[src/rtl/mips_memory_arbiter_if.sv]
// Bundle of requester-side handshakes and the mips_memory control/data bus
// seen by mips_memory_arbiter.
interface mips_memory_arbiter_if;
  logic        req0_valid;
  logic        req0_write;
  logic [1:0]  req0_store_control;
  logic [31:0] req0_address;
  logic [31:0] req0_write_data;
  logic        req1_valid;
  logic        req1_write;
  logic [1:0]  req1_store_control;
  logic [31:0] req1_address;
  logic [31:0] req1_write_data;
  logic        req0_ready;
  logic        req1_ready;
  logic        resp0_valid;
  logic        resp1_valid;
  logic [31:0] resp_read_data;
  logic        signal_mem_read;
  logic        signal_mem_write;
  logic [1:0]  signal_store_control;
  logic [31:0] mem_address;
  logic [31:0] mem_write_data;
  logic [31:0] mem_read_data;

  modport slave (
    input  req0_valid, req0_write, req0_store_control, req0_address, req0_write_data,
    input  req1_valid, req1_write, req1_store_control, req1_address, req1_write_data,
    input  mem_read_data,
    output req0_ready, req1_ready, resp0_valid, resp1_valid, resp_read_data,
    output signal_mem_read, signal_mem_write, signal_store_control,
    output mem_address, mem_write_data
  );

  modport master (
    output req0_valid, req0_write, req0_store_control, req0_address, req0_write_data,
    output req1_valid, req1_write, req1_store_control, req1_address, req1_write_data,
    output mem_read_data,
    input  req0_ready, req1_ready, resp0_valid, resp1_valid, resp_read_data,
    input  signal_mem_read, signal_mem_write, signal_store_control,
    input  mem_address, mem_write_data
  );
endinterface

[src/rtl/mips_memory_arbiter.sv]
// Round-robin two-requester front end for the single-port mips_memory:
// grant in IDLE, one-cycle memory strobe in ACCESS, response pulse in DONE.
module mips_memory_arbiter (
  input  logic                  clk,
  input  logic                  reset,
  mips_memory_arbiter_if.slave  bus
);

  typedef enum logic [1:0] {S_IDLE, S_ACCESS, S_DONE} state_t;

  state_t      r_state;
  state_t      w_next_state;
  logic        r_last_grant;
  logic        r_owner;
  logic        r_write;
  logic [1:0]  r_store_control;
  logic [31:0] r_address;
  logic [31:0] r_write_data;
  logic [31:0] r_read_data;
  logic        w_grant;
  logic        w_grant_id;

  // Winner on a tie is the requester that did not win last time.
  always_comb begin
    w_grant_id = 1'b0;
    if (bus.req0_valid && bus.req1_valid) w_grant_id = ~r_last_grant;
    else if (bus.req1_valid)              w_grant_id = 1'b1;
    w_grant = (r_state == S_IDLE) && !reset && (bus.req0_valid || bus.req1_valid);
  end

  always_ff @(posedge clk) begin
    if (reset) r_state <= S_IDLE;
    else       r_state <= w_next_state;
  end

  always_comb begin
    w_next_state = r_state;
    unique case (r_state)
      S_IDLE:   if (w_grant) w_next_state = S_ACCESS;
      S_ACCESS: w_next_state = S_DONE;
      S_DONE:   w_next_state = S_IDLE;
      default:  w_next_state = S_IDLE;
    endcase
  end

  always_ff @(posedge clk) begin
    if (reset) begin
      r_last_grant    <= 1'b1;
      r_owner         <= 1'b0;
      r_write         <= 1'b0;
      r_store_control <= '0;
      r_address       <= '0;
      r_write_data    <= '0;
      r_read_data     <= '0;
    end else begin
      if (w_grant) begin
        r_last_grant <= w_grant_id;
        r_owner      <= w_grant_id;
        if (w_grant_id) begin
          r_write         <= bus.req1_write;
          r_store_control <= bus.req1_store_control;
          r_address       <= bus.req1_address;
          r_write_data    <= bus.req1_write_data;
        end else begin
          r_write         <= bus.req0_write;
          r_store_control <= bus.req0_store_control;
          r_address       <= bus.req0_address;
          r_write_data    <= bus.req0_write_data;
        end
      end
      if (r_state == S_ACCESS && !r_write) r_read_data <= bus.mem_read_data;
    end
  end

  // Strobes are gated by reset so a reset landing in ACCESS drops the access.
  always_comb begin
    bus.req0_ready           = w_grant && !w_grant_id;
    bus.req1_ready           = w_grant && w_grant_id;
    bus.signal_mem_read      = (r_state == S_ACCESS) && !r_write && !reset;
    bus.signal_mem_write     = (r_state == S_ACCESS) && r_write && !reset;
    bus.resp0_valid          = (r_state == S_DONE) && !r_owner;
    bus.resp1_valid          = (r_state == S_DONE) && r_owner;
    bus.resp_read_data       = r_read_data;
    bus.signal_store_control = r_store_control;
    bus.mem_address          = r_address;
    bus.mem_write_data       = r_write_data;
  end

endmodule

[src/flat_wrapper.sv]
// flat-port wrapper written by rule: the top's interface ports become plain ports
module mips_memory_arbiter_flat 
  (clk, reset, bus_req0_valid, bus_req0_write, bus_req0_store_control, bus_req0_address, bus_req0_write_data, bus_req1_valid, bus_req1_write, bus_req1_store_control, bus_req1_address, bus_req1_write_data, bus_mem_read_data, bus_req0_ready, bus_req1_ready, bus_resp0_valid, bus_resp1_valid, bus_resp_read_data, bus_signal_mem_read, bus_signal_mem_write, bus_signal_store_control, bus_mem_address, bus_mem_write_data);
  mips_memory_arbiter_if bus_i ();
  input  logic clk;
  input  logic reset;
  input wire logic [$bits(bus_i.req0_valid)-1:0] bus_req0_valid;
  input wire logic [$bits(bus_i.req0_write)-1:0] bus_req0_write;
  input wire logic [$bits(bus_i.req0_store_control)-1:0] bus_req0_store_control;
  input wire logic [$bits(bus_i.req0_address)-1:0] bus_req0_address;
  input wire logic [$bits(bus_i.req0_write_data)-1:0] bus_req0_write_data;
  input wire logic [$bits(bus_i.req1_valid)-1:0] bus_req1_valid;
  input wire logic [$bits(bus_i.req1_write)-1:0] bus_req1_write;
  input wire logic [$bits(bus_i.req1_store_control)-1:0] bus_req1_store_control;
  input wire logic [$bits(bus_i.req1_address)-1:0] bus_req1_address;
  input wire logic [$bits(bus_i.req1_write_data)-1:0] bus_req1_write_data;
  input wire logic [$bits(bus_i.mem_read_data)-1:0] bus_mem_read_data;
  output wire logic [$bits(bus_i.req0_ready)-1:0] bus_req0_ready;
  output wire logic [$bits(bus_i.req1_ready)-1:0] bus_req1_ready;
  output wire logic [$bits(bus_i.resp0_valid)-1:0] bus_resp0_valid;
  output wire logic [$bits(bus_i.resp1_valid)-1:0] bus_resp1_valid;
  output wire logic [$bits(bus_i.resp_read_data)-1:0] bus_resp_read_data;
  output wire logic [$bits(bus_i.signal_mem_read)-1:0] bus_signal_mem_read;
  output wire logic [$bits(bus_i.signal_mem_write)-1:0] bus_signal_mem_write;
  output wire logic [$bits(bus_i.signal_store_control)-1:0] bus_signal_store_control;
  output wire logic [$bits(bus_i.mem_address)-1:0] bus_mem_address;
  output wire logic [$bits(bus_i.mem_write_data)-1:0] bus_mem_write_data;
  assign bus_i.req0_valid = bus_req0_valid;
  assign bus_i.req0_write = bus_req0_write;
  assign bus_i.req0_store_control = bus_req0_store_control;
  assign bus_i.req0_address = bus_req0_address;
  assign bus_i.req0_write_data = bus_req0_write_data;
  assign bus_i.req1_valid = bus_req1_valid;
  assign bus_i.req1_write = bus_req1_write;
  assign bus_i.req1_store_control = bus_req1_store_control;
  assign bus_i.req1_address = bus_req1_address;
  assign bus_i.req1_write_data = bus_req1_write_data;
  assign bus_i.mem_read_data = bus_mem_read_data;
  assign bus_req0_ready = bus_i.req0_ready;
  assign bus_req1_ready = bus_i.req1_ready;
  assign bus_resp0_valid = bus_i.resp0_valid;
  assign bus_resp1_valid = bus_i.resp1_valid;
  assign bus_resp_read_data = bus_i.resp_read_data;
  assign bus_signal_mem_read = bus_i.signal_mem_read;
  assign bus_signal_mem_write = bus_i.signal_mem_write;
  assign bus_signal_store_control = bus_i.signal_store_control;
  assign bus_mem_address = bus_i.mem_address;
  assign bus_mem_write_data = bus_i.mem_write_data;
  mips_memory_arbiter u_core (.clk(clk), .reset(reset), .bus(bus_i));
endmodule
[config.mk]
export PLATFORM = sky130hd
export DESIGN_NAME = mips_memory_arbiter_flat
export DESIGN_NICKNAME = d
export VERILOG_FILES = /design/src/rtl/mips_memory_arbiter_if.sv /design/src/rtl/mips_memory_arbiter.sv /design/src/flat_wrapper.sv
export SDC_FILE = /design/constraint.sdc
export NUM_CORES = 1
export LEC_CHECK = 0
export CAP_MARGIN = 25
export CORE_MARGIN = 10
export CORE_UTILIZATION = 37
export CTS_CLUSTER_SIZE = 30
export DETAILED_ROUTE_END_ITERATION = 7
export PLACE_DENSITY = 0.86
export SYNTH_ARGS = -nofsm -noshare
export SYNTH_HDL_FRONTEND = slang
export SYNTH_SLANG_ARGS = --single-unit
export TNS_END_PERCENT = 20
[constraint.sdc]
create_clock -name clk -period 1.6 [get_ports clk]
set_clock_uncertainty 0.05 [all_clocks]
set_input_delay 0.32 -clock clk [delete_from_list [all_inputs] [get_ports clk]]
set_output_delay 0.32 -clock clk [all_outputs]
set_load 0.01 [all_outputs]
==> impl_metrics.py, run 1 <==
metrics = {
    "clock_tree": {
        "cts.path.max_buffers": 2,
        "cts_tree": "yes",
        "root_buffer": "clkbuf_16",
        "insertion_delay_ns": 0.34,
        "htree_levels": 3,
        "cts_hold_buf": 0,
        "clk_pin_slew_worst_paths_ns": 0.07,
        "clock_sinks": 103,
        "cts_buffers": 9,
    },
    "power": {
        "ir_drop_mv": 0.665,
        "p_leak_nw": 3.60,
        "powerDensity_nw_per_um2": 901,
        "fin_total_pwr_mw": 6.92,
    },
    "yosys": {
        "async_flop_share": 0,
        "yosys.cell_count.top_type": "nand2_1",
        "synth_area_um2": 4280,
        "synth_seq_cells": 103,
        "synth_top_area_share": 0.482,
        "synth_cell_types": 25,
        "synth_nets": 710,
        "synth_edf_count": 0,
        "avgSynthCellArea_um2": 7.92,
        "synthTopCellsByCount": "nand2_1, dfxtp_1, a21oi_1",
        "yosys_warnings": 0,
        "ys_seq_area_frac": 0.482,
        "ys_top_cells_by_area": "dfxtp_1, nand2_1, a311oi_1, a21oi_1, buf_2",
        "synth_cells": 540,
        "synthFlopType": "dfxtp_1",
        "yosys.area.top_type": "dfxtp_1",
    },
    "route": {
        "drt_pre_antenna_iters": 5,
        "postRouteAntennaNets": 0,
        "drc": 0,
        "drt-total-wl_mm": 18.5,
        "post_drt_via_cell_ratio": 5.44,
        "route.vias.total": 5175,
        "wl_per_cell_um": 19.4,
        "drt_first_iter_violations": 372,
    },
    "finish": {
        "area_delta_synth_final_pct": 79.6,
        "n_antenna_cell": 0,
        "drive_above_1_share": 0.0854,
        "final_nets": 973,
        "fin_area_um2": 7680,
    },
    "worst_setup_path": {
        "worstSetupStartpointType": "flip-flop",
        "crit_type": "flip-flop to primary output",
        "cp.required_ns": 1.23,
        "regToRegSetupSlack_ns": 0.02,
        "cp_max_fo": 4,
        "critPathCaptureType": "primary output",
        "worstPathArrival_ns": 1.28,
    },
    "floorplanning": {
        "ioPinCount": 274,
        "design.core.area_um2": 11400,
        "die_w_um": 128,
        "initial_core_util": 0.376,
        "die_h_um": 128,
        "rows": 39,
        "dieArea_um2": 16300,
    },
    "sta": {
        "fin_crit_ns": 1.65,
        "rsz0062_at_grt": "yes",
        "worst_pin_slew_ns": 1.06,
        "slew_violations": 0,
        "fin_ws_ns": -0.0521,
        "max_freq_mhz": 605,
        "hold_ws_ns": 0.241,
        "setup_viol": 3,
        "relSlewSlack": 0.297,
        "hold_violations": 0,
        "finalCritPeriodShare": 1.03,
    },
    "global_route": {
        "grt_pass1_vias": 5150,
        "grt_max_degree": 100,
        "overflow": 0,
        "grt_pass1_wl_mm": 26.9,
        "antenna_found_initial": 0,
        "grt_usage": 0.203,
    },
    "worst_hold_path": {
        "hold_class": "primary input to flip-flop",
    },
    "flow_run": {
        "maxCapViolCount": 0,
    },
    "status": {
        "status": "finished with violations",
        "violations": "setup timing",
    },
    "placement": {
        "placed_area_um2": 7190,
        "portBuffers": 273,
        "globalplace.congestion": 0.838,
        "dp.final_hpwl_mm": 13.5,
    },
}
## per-stage QoR
stage	util	TNS, ns	cells	setup slack [ns]
2_1_floorplan	-	0	540	0.151
3_3_place_gp	0.632	-32.07	926	-0.619
3_5_place_dp	0.632	-35.78	926	-0.615
4_1_cts	0.654	-0.159	945	-0.0852
5_1_grt	0.675	-2.32	951	-0.128
6_report	0.675	-0.0769	951	-0.0521
## logic make-up after synthesis
logic type      Yosys count  share of synthesized area
simple gates            211                      0.197
compound gates          171                      0.264
flops                   103                      0.482
buf+inv                  55                     0.0568
## per-layer routing
layer | global-route usage | vias up | routed length [um]
li1 | - | 2424 | -
met1 | 0.225 | 2416 | 7150
met2 | 0.345 | 285 | 9080
met3 | 0.0633 | 50 | 1590
met4 | 0.0985 | 0 | 658
met5 | 0 | - | 0
## worst paths after layout
| kind | from | endpoint | cells past startpoint |
|---|---|---|---|
| hold reg to reg | u_core.bus.resp_read_data[31] | u_core.bus.resp_read_data[31] | 2 |
| setup / recovery | u_core.r_state[0] | bus_req1_ready | 3 |
| hold / removal | reset | u_core.r_write | 3 |
| setup reg to reg | u_core.r_state[0] | u_core.bus.mem_write_data[1] | 6 |
## cell type report
type	instances	area, um^2
clock buffer	10	229
clock inverter	6	68.8
fill	924	3690
inverter	1	11.3
multi-input combinational	382	2000
sequential	103	2070
tap	143	179
timing repair buffer	306	3120
## registers in the layout (all words and copies together), names as in the netlist
register / flops
u_core.bus.mem_address: 32
u_core.bus.mem_write_data: 32
u_core.bus.resp_read_data: 32
u_core.bus.signal_store_control: 2
u_core.r_last_grant: 1
u_core.r_owner: 1
u_core.r_state: 2
u_core.r_write: 1
## where the power goes
group / switching (mW) / internal, mW / total [mW] / leakage (nW)
Sequential: 0.117 / 2.78 / 2.90 / 0.848
Combinational: 0.828 / 0.975 / 1.80 / 2.61
Clock: 0.994 / 1.23 / 2.22 / 0.143
## cell usage in the layout (no fill, tap or decap), types with 2 or more instances in the layout
cell / netlist / routed
nand2_1: 198 / 198
clkdlybuf4s50_1: 0 / 166
dfxtp_1: 103 / 101
a21oi_1: 99 / 99
dlygate4sd2_1: 0 / 73
a311oi_1: 67 / 67
dlymetal6s2s_1: 0 / 27
buf_4: 0 / 21
clkbuf_16: 0 / 14
buf_12: 0 / 5
buf_2: 23 / 4
inv_6: 0 / 2
buf_6: 1 / 2
buf_8: 0 / 2
## what timing repair did
item | CTS | global route
gates cloned | 0 | 5
buffers inserted | 3 | 1
pin swaps | 5 | 36
resized for setup | 114 | 37
hold endpoints to repair | 0 | 0
endpoints found under the setup margin | 138 | 112
## critical path, stage by stage, from the launching register on
cell and delay [ns]:
dfxtp_2 0.34, nor3_4 0.25, and3_4 0.24, buf_6 0.11
Power figures use the tool's default switching activity.
==> inputs of run 2 (changes only) <==
--- a/config.mk
+++ b/config.mk
@@ -6,7 +6,6 @@
 export NUM_CORES = 1
 export LEC_CHECK = 0
 export CAP_MARGIN = 25
-export CORE_MARGIN = 10
 export CORE_UTILIZATION = 37
 export CTS_CLUSTER_SIZE = 30
 export DETAILED_ROUTE_END_ITERATION = 7
==> run 2 against run 1 <==
The run still ends with setup timing left. Routed wire length fell by 13%. Combinational power down 2%. Clock-buffer cell count grew 1. Register-to-register slack is essentially flat. Largest cell class unchanged.
==> impl_metrics.py, run 2 (synthesized netlist as in run 1, its figures left out) <==
metrics = {
    "clock_tree": {
        "clk_pin_slew_worst_paths_ns": 0.06,
        "cts.path.max_buffers": 2,
        "cts_buffers": 9,
        "root_buffer": "clkbuf_16",
        "htree_levels": 3,
        "cts_tree": "yes",
        "clock_sinks": 103,
        "insertion_delay_ns": 0.34,
    },
    "worst_setup_path": {
        "crit_type": "flip-flop to primary output",
        "crit_end": "bus_req1_ready",
        "crit_chain": "nor3_4, and3_4, buf_6",
        "critPathCaptureType": "primary output",
        "crit_buf_inv": 1,
        "cp_max_fo": 4,
        "reg2reg_from": "u_core.r_state[0]",
        "cp.required_ns": 1.23,
        "regToRegSetupSlack_ns": 0.01,
        "worstSetupStartpointType": "flip-flop",
        "startpoint": "u_core.r_state[0]",
        "critPathSlowestCell": "dfxtp_2",
        "r2r-end": "u_core.bus.mem_address[3]",
        "cp_top_family": "simple AND/OR/NAND/NOR gates",
        "worstPathArrival_ns": 1.28,
        "crit_cells": 3,
        "r2r_cells": 5,
        "cpPeakStageDelay_ns": 0.33,
    },
    "sta": {
        "slew_violations": 0,
        "fin_setup_tns_ns": -0.0780,
        "hold_violations": 0,
        "setup_viol": 2,
        "fin_crit_ns": 1.65,
        "worst_pin_slew_ns": 0.724,
        "max_freq_mhz": 607,
        "relSlewSlack": 0.517,
        "fin_ws_ns": -0.0479,
        "rsz0062_at_grt": "yes",
        "finalCritPeriodShare": 1.03,
    },
    "floorplanning": {
        "rows": 38,
        "die_w_um": 110,
        "dieArea_um2": 12000,
        "design.core.area_um2": 11000,
        "initial_core_util": 0.388,
        "die_h_um": 110,
        "ioPinCount": 274,
    },
    "global_route": {
        "grt_pass1_vias": 4703,
        "grt_pass1_wl_mm": 22.7,
        "grt_usage": 0.242,
        "antenna_found_initial": 1,
        "grt_max_degree": 73,
        "overflow": 0,
    },
    "route": {
        "post_drt_via_cell_ratio": 5.40,
        "postRouteAntennaNets": 0,
        "drt-total-wl_mm": 16.0,
        "drt_first_iter_violations": 469,
        "wl_per_cell_um": 17.0,
        "drc": 0,
        "drt_pre_antenna_iters": 5,
        "route.vias.total": 5090,
    },
    "placement": {
        "globalplace.congestion": 0.764,
        "placed_cells": 919,
        "placed_area_um2": 7170,
        "portBuffers": 273,
        "dp.final_hpwl_mm": 10.6,
    },
    "power": {
        "clkPwrFrac": 0.326,
        "ir_drop_mv": 0.523,
        "p_leak_nw": 3.65,
        "powerDensity_nw_per_um2": 904,
        "fin_total_pwr_mw": 6.90,
        "swShare": 0.275,
        "p_comb_frac": 0.255,
        "intPower_mw": 5.00,
        "seq_power_share": 0.420,
        "switchingPower_mw": 1.90,
    },
    "finish": {
        "instances_no_fill": 943,
        "fin_area_um2": 7630,
        "layout_common_cells": "nand2_1, clkdlybuf4s50_1, dfxtp_1, a21oi_1, a311oi_1",
        "area_delta_synth_final_pct": 78.5,
        "final_nets": 967,
        "final_common_cell": "nand2_1",
        "drive_above_1_share": 0.0798,
    },
    "status": {
        "status": "finished with violations",
        "violations": "setup timing",
    },
    "flow_run": {
        "maxCapViolCount": 0,
    },
    "worst_hold_path": {
        "hold_class": "primary input to flip-flop",
        "hp-start": "reset",
        "holdPathStages": 3,
    },
}
run 2: changes by cell type in the layout (fill, tap and decap cells not counted), sizes merged:
| cell | previous run | this run |
|---|---|---|
| clkdlybuf4s50 | 166 | 167 |
| clkbuf | 15 | 14 |
| diode | 0 | 1 |
| buf | 35 | 30 |
| dlymetal6s2s | 27 | 36 |
| clkdlybuf4s15 | 0 | 1 |
| dlygate4sd2 | 73 | 63 |
| clkinv | 2 | 1 |
run 2: what timing repair did:
item                       4_1_cts  5_1_grt
setup endpoints to repair      135      110
setup buffers                    2        2
pin swaps                        4       11
resized for setup               97       46
cloned                           0        3
hold buffers                     0        0
run 2: power groups by stage:
stage          combinational, mW  sequential, mW  clock, mW
2_1_floorplan              0.626            3.05          0
3_3_place_gp                1.74            2.95          0
3_5_place_dp                1.78            2.96          0
4_1_cts                     1.71            2.90       2.30
5_1_grt                     1.89            2.92       2.40
6_report                    1.76            2.89       2.25
run 2: cell type report:
| class | count | area, um^2 |
|---|---|---|
| fillers | 854 | 3400 |
| repair buffers | 300 | 3080 |
| flip-flops and latches | 103 | 2070 |
| multi-input cells | 382 | 2000 |
| clock buffers | 11 | 243 |
| well taps | 140 | 175 |
| clock inverters | 5 | 63.8 |
| inverters | 1 | 6.26 |
| diodes | 1 | 2.50 |
run 2: metal layers:
| metal | vias up | share of wire | global-route usage |
|---|---|---|---|
| li1 | 2419 | - | - |
| met1 | 2364 | 0.38 | 0.269 |
| met2 | 270 | 0.50 | 0.425 |
| met3 | 37 | 0.093 | 0.0676 |
| met4 | 0 | 0.027 | 0.118 |
| met5 | - | 0 | 0 |
run 2: worst min-delay path by stage:
stage | to
floorplan | u_core.bus.resp_read_data[0]
finish | u_core.r_state[1]
detailed placement | u_core.bus.resp_read_data[18]
global placement | u_core.bus.resp_read_data[29]
CTS | u_core.r_state[1]
global route | u_core.r_state[1]
run 2: stage by stage:
step	util	hold slack, ns	setup slack (ns)
2_1_floorplan	-	0.406	0.151
3_3_place_gp	0.650	0.391	-0.575
3_5_place_dp	0.650	0.399	-0.611
4_1_cts	0.672	0.272	-0.0734
5_1_grt	0.692	0.280	-0.110
6_report	0.692	0.284	-0.0479
run 2: worst register-to-register path: stages (launching register included):
cell and delay, ns:
dfxtp_2 0.33, nor3_4 0.27, buf_4 0.21, clkbuf_16 0.24, a21oi_1 0.13, a311oi_1 0.28
==> inputs of run 3 (changes only) <==
--- a/config.mk
+++ b/config.mk
@@ -5,7 +5,6 @@
 export SDC_FILE = /design/constraint.sdc
 export NUM_CORES = 1
 export LEC_CHECK = 0
-export CAP_MARGIN = 25
 export CORE_UTILIZATION = 37
 export CTS_CLUSTER_SIZE = 30
 export DETAILED_ROUTE_END_ITERATION = 7
==> results of run 3 <==
No change in the layout: final DEF, timing and power equal those of run 2.
